$ cat src/rtl/evb_bus_matrix.sv
// EVB command router: one master port fanned out to NSLV slaves by an
// address block decode, with registered request/finish handshakes on both
// sides, unmapped-address errors and a per-transaction response timeout.
module evb_bus_matrix #(
  parameter int NSLV    = 5,
  parameter int ADDR_W  = 16,
  parameter int DATA_W  = 32,
  parameter int BLK_LSB = 4,
  parameter int BLK_W   = 4,
  parameter int TIMEOUT = 255
) (
  input  logic                   clk,
  input  logic                   rst_n,
  input  logic                   mp_evb_cmd_request,
  input  logic [ADDR_W-1:0]      mp_evb_cmd_addr,
  input  logic                   mp_evb_cmd_wr,
  input  logic [DATA_W-1:0]      mp_evb_cmd_wr_data,
  output logic                   mp_evb_cmd_finish,
  output logic                   mp_evb_cmd_error,
  output logic [DATA_W-1:0]      mp_evb_cmd_rd_data,
  output logic [NSLV-1:0]        slv_evb_cmd_request,
  output logic [BLK_LSB-1:0]     slv_evb_cmd_addr,
  output logic                   slv_evb_cmd_wr,
  output logic [DATA_W-1:0]      slv_evb_cmd_wr_data,
  input  logic [NSLV-1:0]        slv_evb_cmd_finish,
  input  logic [NSLV*DATA_W-1:0] slv_evb_cmd_rd_data
);

  localparam int CNT_W = $clog2(TIMEOUT);
  localparam int SEL_W = (NSLV > 1) ? $clog2(NSLV) : 1;
  localparam logic [CNT_W-1:0] CNT_LAST = CNT_W'(TIMEOUT - 1);

  typedef enum logic [1:0] {IDLE, WAIT, RESP, DRAIN} state_t;

  state_t             state_q, state_d;
  logic [SEL_W-1:0]   sel_q, sel_d;
  logic [CNT_W-1:0]   cnt_q, cnt_d;
  // Set for unmapped or timed-out transactions: no slave finish to wait out.
  logic               short_q, short_d;

  logic               fin_d, err_d, wr_d;
  logic [DATA_W-1:0]  rd_d, wr_data_d;
  logic [NSLV-1:0]    req_d;
  logic [BLK_LSB-1:0] addr_d;

  logic [BLK_W-1:0]   blk;
  logic               mapped;
  logic [SEL_W-1:0]   sel_dec;
  logic               sel_finish;
  logic [DATA_W-1:0]  sel_rd_data;

  // Block decode of the live master address and the selected slave's inputs.
  always_comb begin
    blk         = mp_evb_cmd_addr[BLK_LSB +: BLK_W];
    mapped      = (blk != '0) && (blk <= BLK_W'(NSLV));
    sel_dec     = SEL_W'(blk - BLK_W'(1));
    sel_finish  = slv_evb_cmd_finish[sel_q];
    sel_rd_data = slv_evb_cmd_rd_data[sel_q*DATA_W +: DATA_W];
  end

  // Next-state and next-output logic for both handshakes.
  always_comb begin
    // NOTE: every signal gets a hold-value default before the case so no path
    // leaves one unassigned; that is what keeps this block free of latches.
    state_d   = state_q;
    sel_d     = sel_q;
    cnt_d     = cnt_q;
    short_d   = short_q;
    fin_d     = mp_evb_cmd_finish;
    err_d     = mp_evb_cmd_error;
    rd_d      = mp_evb_cmd_rd_data;
    req_d     = slv_evb_cmd_request;
    addr_d    = slv_evb_cmd_addr;
    wr_d      = slv_evb_cmd_wr;
    wr_data_d = slv_evb_cmd_wr_data;

    unique case (state_q)
      IDLE: begin
        if (mp_evb_cmd_request) begin
          addr_d    = mp_evb_cmd_addr[BLK_LSB-1:0];
          wr_d      = mp_evb_cmd_wr;
          wr_data_d = mp_evb_cmd_wr_data;
          if (mapped) begin
            sel_d          = sel_dec;
            req_d          = '0;
            req_d[sel_dec] = 1'b1;
            cnt_d          = '0;
            short_d        = 1'b0;
            state_d        = WAIT;
          end else begin
            sel_d   = '0;
            fin_d   = 1'b1;
            err_d   = 1'b1;
            rd_d    = '0;
            short_d = 1'b1;
            state_d = RESP;
          end
        end
      end
      WAIT: begin
        if (!mp_evb_cmd_request) begin
          req_d   = '0;
          state_d = DRAIN;
        end else if (sel_finish) begin
          req_d   = '0;
          fin_d   = 1'b1;
          err_d   = 1'b0;
          rd_d    = slv_evb_cmd_wr ? '0 : sel_rd_data;
          state_d = RESP;
        end else if (cnt_q == CNT_LAST) begin
          req_d   = '0;
          fin_d   = 1'b1;
          err_d   = 1'b1;
          rd_d    = '0;
          short_d = 1'b1;
          state_d = RESP;
        end else begin
          cnt_d = cnt_q + CNT_W'(1);
        end
      end
      RESP: begin
        if (!mp_evb_cmd_request) begin
          fin_d   = 1'b0;
          err_d   = 1'b0;
          state_d = DRAIN;
        end
      end
      DRAIN: begin
        if (short_q || !sel_finish) begin
          short_d = 1'b0;
          state_d = IDLE;
        end
      end
      default: state_d = IDLE;
    endcase
  end

  // State and output registers; every output comes straight from a flop.
  always_ff @(posedge clk or negedge rst_n) begin
    if (!rst_n) begin
      state_q             <= IDLE;
      sel_q               <= '0;
      cnt_q               <= '0;
      short_q             <= 1'b0;
      mp_evb_cmd_finish   <= 1'b0;
      mp_evb_cmd_error    <= 1'b0;
      mp_evb_cmd_rd_data  <= '0;
      slv_evb_cmd_request <= '0;
      slv_evb_cmd_addr    <= '0;
      slv_evb_cmd_wr      <= 1'b0;
      slv_evb_cmd_wr_data <= '0;
    end else begin
      // NOTE: non-blocking here so every flop samples pre-edge values;
      // the combinational block above uses blocking assignments instead.
      state_q             <= state_d;
      sel_q               <= sel_d;
      cnt_q               <= cnt_d;
      short_q             <= short_d;
      mp_evb_cmd_finish   <= fin_d;
      mp_evb_cmd_error    <= err_d;
      mp_evb_cmd_rd_data  <= rd_d;
      slv_evb_cmd_request <= req_d;
      slv_evb_cmd_addr    <= addr_d;
      slv_evb_cmd_wr      <= wr_d;
      slv_evb_cmd_wr_data <= wr_data_d;
    end
  end

endmodule
$ cat config.mk
export PLATFORM = sky130hd
export DESIGN_NAME = evb_bus_matrix
export DESIGN_NICKNAME = d
export VERILOG_FILES = /design/src/rtl/evb_bus_matrix.sv
export SDC_FILE = /design/constraint.sdc
export NUM_CORES = 1
export LEC_CHECK = 0
export CAP_MARGIN = 20
export CORE_AREA = 2 2 125 127
export CTS_CLUSTER_DIAMETER = 100
export CTS_CLUSTER_SIZE = 30
export DETAILED_ROUTE_END_ITERATION = 8
export DIE_AREA = 0 0 127 129
export PLACE_DENSITY = 0.76
export RECOVER_POWER = 50
export SLEW_MARGIN = 10
export SYNTH_ARGS = -nofsm -noshare
export SYNTH_HDL_FRONTEND = slang
export SYNTH_SLANG_ARGS = --single-unit
$ cat constraint.sdc
create_clock -name clk -period 2.2 [get_ports clk]
set_input_delay 0.44 -clock clk [delete_from_list [all_inputs] [get_ports clk]]
set_output_delay 0.44 -clock clk [all_outputs]
set_load 0.01 [all_outputs]
* Yosys cells after proc, flatten, opt, wreduce, memory -nomap -nowiden
Index checks and enable logic that the tools add are counted.
** Storage, ports and cells
- Register bits after elaboration :: 90
- Bits of input ports :: 217
- Output and inout port bits :: 76
- Word-level logic and storage cells :: 97
** Cells by class
- Add/subtract/negate cells :: 2
- Order comparisons :: 4
- Eq/ne operators :: 15
- Shift operators :: 1
- Muxes and demuxes :: 48
- Reductions and logical operators :: 16
** Operators with widths (number)
- two-way mux 32 bit :: 6
- indexed part select 160 x 9 -> 32 bit :: 1
- one-hot mux 32 bit (2 select lines) :: 1
- two-way mux 8 bit :: 5
- two-way mux 5 bit :: 5
- != test 2 bit (second input constant) :: 9
- AND reduction 6 bit :: 3
- one-hot mux 8 bit (2 select lines) :: 1
- two-way mux 1 bit :: 15
- two-way mux 2 bit :: 7
- one-hot mux 5 bit (2 select lines) :: 1
- one-hot mux 1 bit (3 select lines) :: 3
- adder 8 x 1 -> 8 bit (second input constant) :: 1
- == test 8 bit (second input constant) :: 1
- < comparator 3 x 4 -> 1 bit (second input constant) :: 2
- one-hot mux 2 bit (4 select lines) :: 1
- AND reduction 4 bit :: 2
- nonzero test 3 bit :: 2
- AND reduction 5 bit :: 1
- == test 2 bit (second input constant) :: 2
- less-or-equal comparator 4 x 3 -> 1 bit (second input constant) :: 1
- != test 4 bit (second input constant) :: 1
- nonzero test 4 bit :: 1
- binary-select mux 1 bit (select 3 bit) :: 1
- 12 further kinds :: 13

* Longest topological paths before layout
- Depth in word-level cells :: 8
- Gate-level depth with buffers :: 10
- Depth with buffers taken out :: 7

* Least setup slack after synthesis
Ideal clock, no wire load.
- Kind :: register -> register
- From :: reg state_q[0]
- To :: reg cnt_q[4]
- Arrival time :: 2.117 ns
- Required time :: 2.074 ns
- Setup slack :: -0.043 ns
- Stages on the path, launching flop included :: 9
- Path buffers :: 2
- Period minus slack after synthesis :: 2.243 ns
- Cell sequence :: dfrtp_1 inv_1 ha_1 buf_4 inv_2 or4_4 a21o_1 clkbuf_1 o32a_1
** On the way
- Longest elaborated chain between the ends :: 3
** RTL lines
- start, declared :: line 35 : state_t state_q, state_d;
- start signal, assigned :: line 155 : state_q <= state_d;
- == test 2 x 1 -> 1 bit / zero test 2 bit (equally long branches) :: line 77 : unique case (state_q)
- != test 2 bit (no line) / nonzero test 2 bit (equally long branches)
- AND reduction 6 bit (no line)
- end signal, assigned :: line 157 : cnt_q <= cnt_d;
- end, declared :: line 37 : logic [CNT_W-1:0] cnt_q, cnt_d;
Several ways; a longest one is shown, not always the timed one.
A chain may end at the register's enable or synchronous reset.

* Worst setup path in the final report
- From :: reg sel_q[0]
- To :: reg state_q[0]
** On the way
- Longest elaborated chain between the ends :: 6
** RTL lines
- start, declared :: line 36 : logic [SEL_W-1:0] sel_q, sel_d;
- start signal, assigned :: line 156 : sel_q <= sel_d;
- binary-select mux 1 bit (select 3 bit) * :: line 57 : sel_finish = slv_evb_cmd_finish[sel_q];
- two-way mux 1 bit (not written as such) * :: line 57
- zero test 1 bit :: line 129 : if (short_q || !sel_finish) begin
- logical OR 1 bit :: line 129
- != test 2 bit (no line)
- AND reduction 4 bit (no line)
Mark *: on every way between the ends. The rest lies on a longest branch, timed or not. The select of a mux whose other input is x is not followed.

==> flow_metrics.py <==
metrics = {
    "status": {
        "status": "finished clean",
    },
    "flow_run": {
        "max_cap_violations": 0,
    },
    "worst_setup_path": {
        "reg2reg_depth": 6,
        "startpoint": "sel_q[0]",
        "worstReg2RegStart": "sel_q[0]",
        "setup.worst_path.end": "state_q[0]",
        "cp.arrival_ps": 2420,
        "cp_max_fo": 4,
        "critPathKind": "reg -> reg",
        "timing.rr.end": "state_q[0]",
        "worst_ep_required_time_ps": 2430,
        "r2r_slack_ps": 5,
        "end_kind": "flip-flop",
        "worstSetupStartpointType": "flip-flop",
    },
    "synth": {
        "syn-cell-area_um2": 5190,
        "ys_seq_area_share_pct": 43.4,
        "synth_edf_count": 0,
        "ys_async_sr_fraction_pct": 100,
        "synth_warnings": 0,
        "synth_nets": 619,
        "yosys.cell_types.count": 48,
        "postSynthAreaPerCell_um2": 13.2,
        "synth-seq-cells": 90,
        "synthFlopType": "dfrtp_1",
        "postSynthCellCount": 392,
    },
    "timing": {
        "setup_violations": 0,
        "rsz0062_at_grt": "yes",
        "hold_viol_final": 0,
        "period_share_pct": 99.8,
        "tightestPinTransition_ps": 956,
        "clock-skew-final_ps": 5.09,
        "min_period_ps": 2200,
        "finalMaxSlewViolations": 0,
        "fmax_ghz": 0.456,
        "slew-limit-headroom_pct": 36.3,
        "final.setup.tns_ps": 0,
    },
    "global_routing": {
        "antenna_found_initial": 1,
        "gr-total-overflow": 0,
        "grt_usage_pct": 22.0,
        "grt_pass1_vias": 5168,
        "grt_pass1_wl_mm": 27.9,
        "grt_start_max_net_pins": 57,
    },
    "clock_tree": {
        "cts_buffer_depth": 2,
        "cts_buffers": 9,
        "clkLatencyLatePin_ps": 340,
        "root_buffer": "clkbuf_16",
        "clk_pin_slew_ps": 60,
        "htreeDepth": 3,
        "clock_sinks": 90,
        "cts_tree": "done",
    },
    "floorplanning": {
        "die_x_um": 127,
        "die_y_um": 129,
        "core-area_um2": 15000,
        "initial_core_util_pct": 34.6,
        "core.rowCount": 45,
        "ioPinCount": 293,
        "die-area_um2": 16400,
    },
    "power": {
        "internal-power_mw": 5.88,
        "p_switching_mw": 3.35,
        "powerDensity_nw_per_um2": 1040,
        "pwr-share-clk_pct": 15.7,
        "p_seq_share_pct": 29.1,
        "ir_drop_mv": 0.580,
        "p_sw_share_pct": 36.3,
        "p_leak_nw": 3.62,
        "combPwrFrac_pct": 55.2,
    },
    "route": {
        "vias": 4874,
        "via_per_inst": 5.40,
        "first_pass_iters": 4,
        "ant_nets": 0,
        "drc": 0,
        "wl_mm": 18.7,
        "avgRoutedWirePerCell_um": 20.8,
        "drt_iter0_markers": 176,
    },
    "finish": {
        "layout_common_cells": "255 x clkdlybuf4s50_1, 88 x dfrtp_1, 40 x buf_4",
        "drive_gt1_share_pct": 24.4,
        "mostFrequentLayoutCell": "clkdlybuf4s50_1",
        "num-nets-final": 935,
        "final.fill_count": 1202,
        "area_growth_syn_to_layout_pct": 71.8,
        "layout.cells.non_filler": 902,
    },
    "place": {
        "globalplace.congestion": 0.835,
        "port_buffers": 284,
        "dp_cells": 881,
        "hpwl_mm": 14.3,
    },
    "min_path": {
        "min_path_type": "in -> async",
    },
}
==> worst max-delay path, stage by stage (launching register included) <==
cell and delay [ps]:
dfrtp_2 470, mux2i_2 310, buf_4 170, o22ai_2 70, or3_1 440, o211a_1 280, mux2_1 320
==> area by class of cell <==
class,count,area [um^2],share of cell area (%)
Timing Repair Buffer,334,3250,36.5
Multi-Input combinational cell,262,2850,32.0
Clock inverter,6,42.5,0.477
Inverter,11,41.3,0.463
Antenna cell,1,2.50,0.0281
Clock buffer,10,229,2.57
Tap cell,188,235,2.64
Sequential cell,90,2250,25.3
==> registers in the layout, indices dropped and copies added (netlist names), 2 cells and up <==
| signal | flops |
|---|---|
| mp_evb_cmd_rd_data | 32 |
| slv_evb_cmd_wr_data | 32 |
| cnt_q | 8 |
| slv_evb_cmd_request | 5 |
| slv_evb_cmd_addr | 4 |
| sel_q | 3 |
| state_q | 2 |
==> metal layers <==
| metal | GRT usage [%] | vias up | wire (um) |
|---|---|---|---|
| li1 | - | 2185 | - |
| met2 | 38.6 | 233 | 9520 |
| met1 | 26.3 | 2435 | 7290 |
| met5 | 0 | - | 0 |
| met3 | 6.03 | 21 | 1560 |
| met4 | 7.43 | 0 | 342 |
==> logic make-up after synthesis <==
group,share of synthesized area [%]
AO/OA/AOI/OAI,18.7
flip-flops,43.4
multiplexers,23.3
AND/OR/NAND/NOR,8.08
buffers and inverters,3.93
adder cells (fa/ha/maj),2.41
XOR/XNOR,0.169
==> cell usage after synthesis (2+ instances only) <==
master,instances,share of area [%]
nor3b_1,2,0.29
buf_2,7,0.68
and3_1,2,0.24
a21o_1,4,0.58
or3_1,3,0.36
o2bb2ai_2,30,8.7
nor2b_1,2,0.24
o211a_1,2,0.39
or4_4,2,0.43
clkbuf_1,16,1.2
o211ai_1,5,0.72
o2bb2ai_1,3,0.51
or4_1,6,0.87
nand2_1,17,1.2
a21oi_1,6,0.58
inv_2,2,0.14
nand2b_1,5,0.60
or2_2,2,0.24
o32a_1,2,0.39
o31ai_1,3,0.43
mux2_2,9,2.0
mux2_1,31,6.7
o21ai_0,5,0.48
inv_1,9,0.65
dfrtp_1,90,43
a22oi_1,32,4.6
mux4_2,32,14
buf_6,5,1.1
nor2_1,5,0.36
mux2i_1,4,0.77
nand4_1,3,0.36
o21ai_1,3,0.29
ha_1,10,2.4
nor3_1,7,0.68
nand3_1,12,1.2
a31oi_1,2,0.24
==> power by group through the flow <==
stage | logic [mW] | clock network [mW] | registers [mW]
floorplan | 2.56 | 0 | 2.88
global placement | 5.03 | 0 | 2.68
detailed placement | 5.18 | 0 | 2.71
CTS | 5.24 | 1.49 | 2.70
global route | 5.50 | 1.57 | 2.76
finish | 5.10 | 1.45 | 2.69
==> how the worst min path moves through the flow <==
stage	start	end	slack, ps	cells after the start
after floorplan	rst_n	cnt_q[0]	140	0
after global placement	rst_n	mp_evb_cmd_rd_data[23]	440	1
after detailed placement	rst_n	mp_evb_cmd_rd_data[24]	450	1
after CTS	rst_n	mp_evb_cmd_rd_data[24]	80	1
after global routing	rst_n	mp_evb_cmd_rd_data[24]	300	1
final	rst_n	mp_evb_cmd_rd_data[24]	230	1
==> stage by stage <==
step | setup WS (ps) | utilization (%) | cell area [um^2] | total power, mW | hold WS (ps)
floorplan | 0.835 | - | 5210 | 5.44 | 144
global placement | -716 | 56.9 | 8520 | 7.71 | 436
detailed placement | -776 | 56.9 | 8520 | 7.90 | 449
CTS | 2.03 | 59.4 | 8890 | 9.42 | 76.7
global route | -48.2 | 59.5 | 8910 | 9.83 | 302
finish | 4.93 | 59.5 | 8910 | 9.23 | 229
==> repair_timing <==
item,CTS,global route
hold buffers,0,0
endpoints found under the setup margin,45,28
resized for setup,19,17
pin swaps,8,4
buffers inserted,2,0
gates cloned,2,0
(Power assumes the default switching activity.)
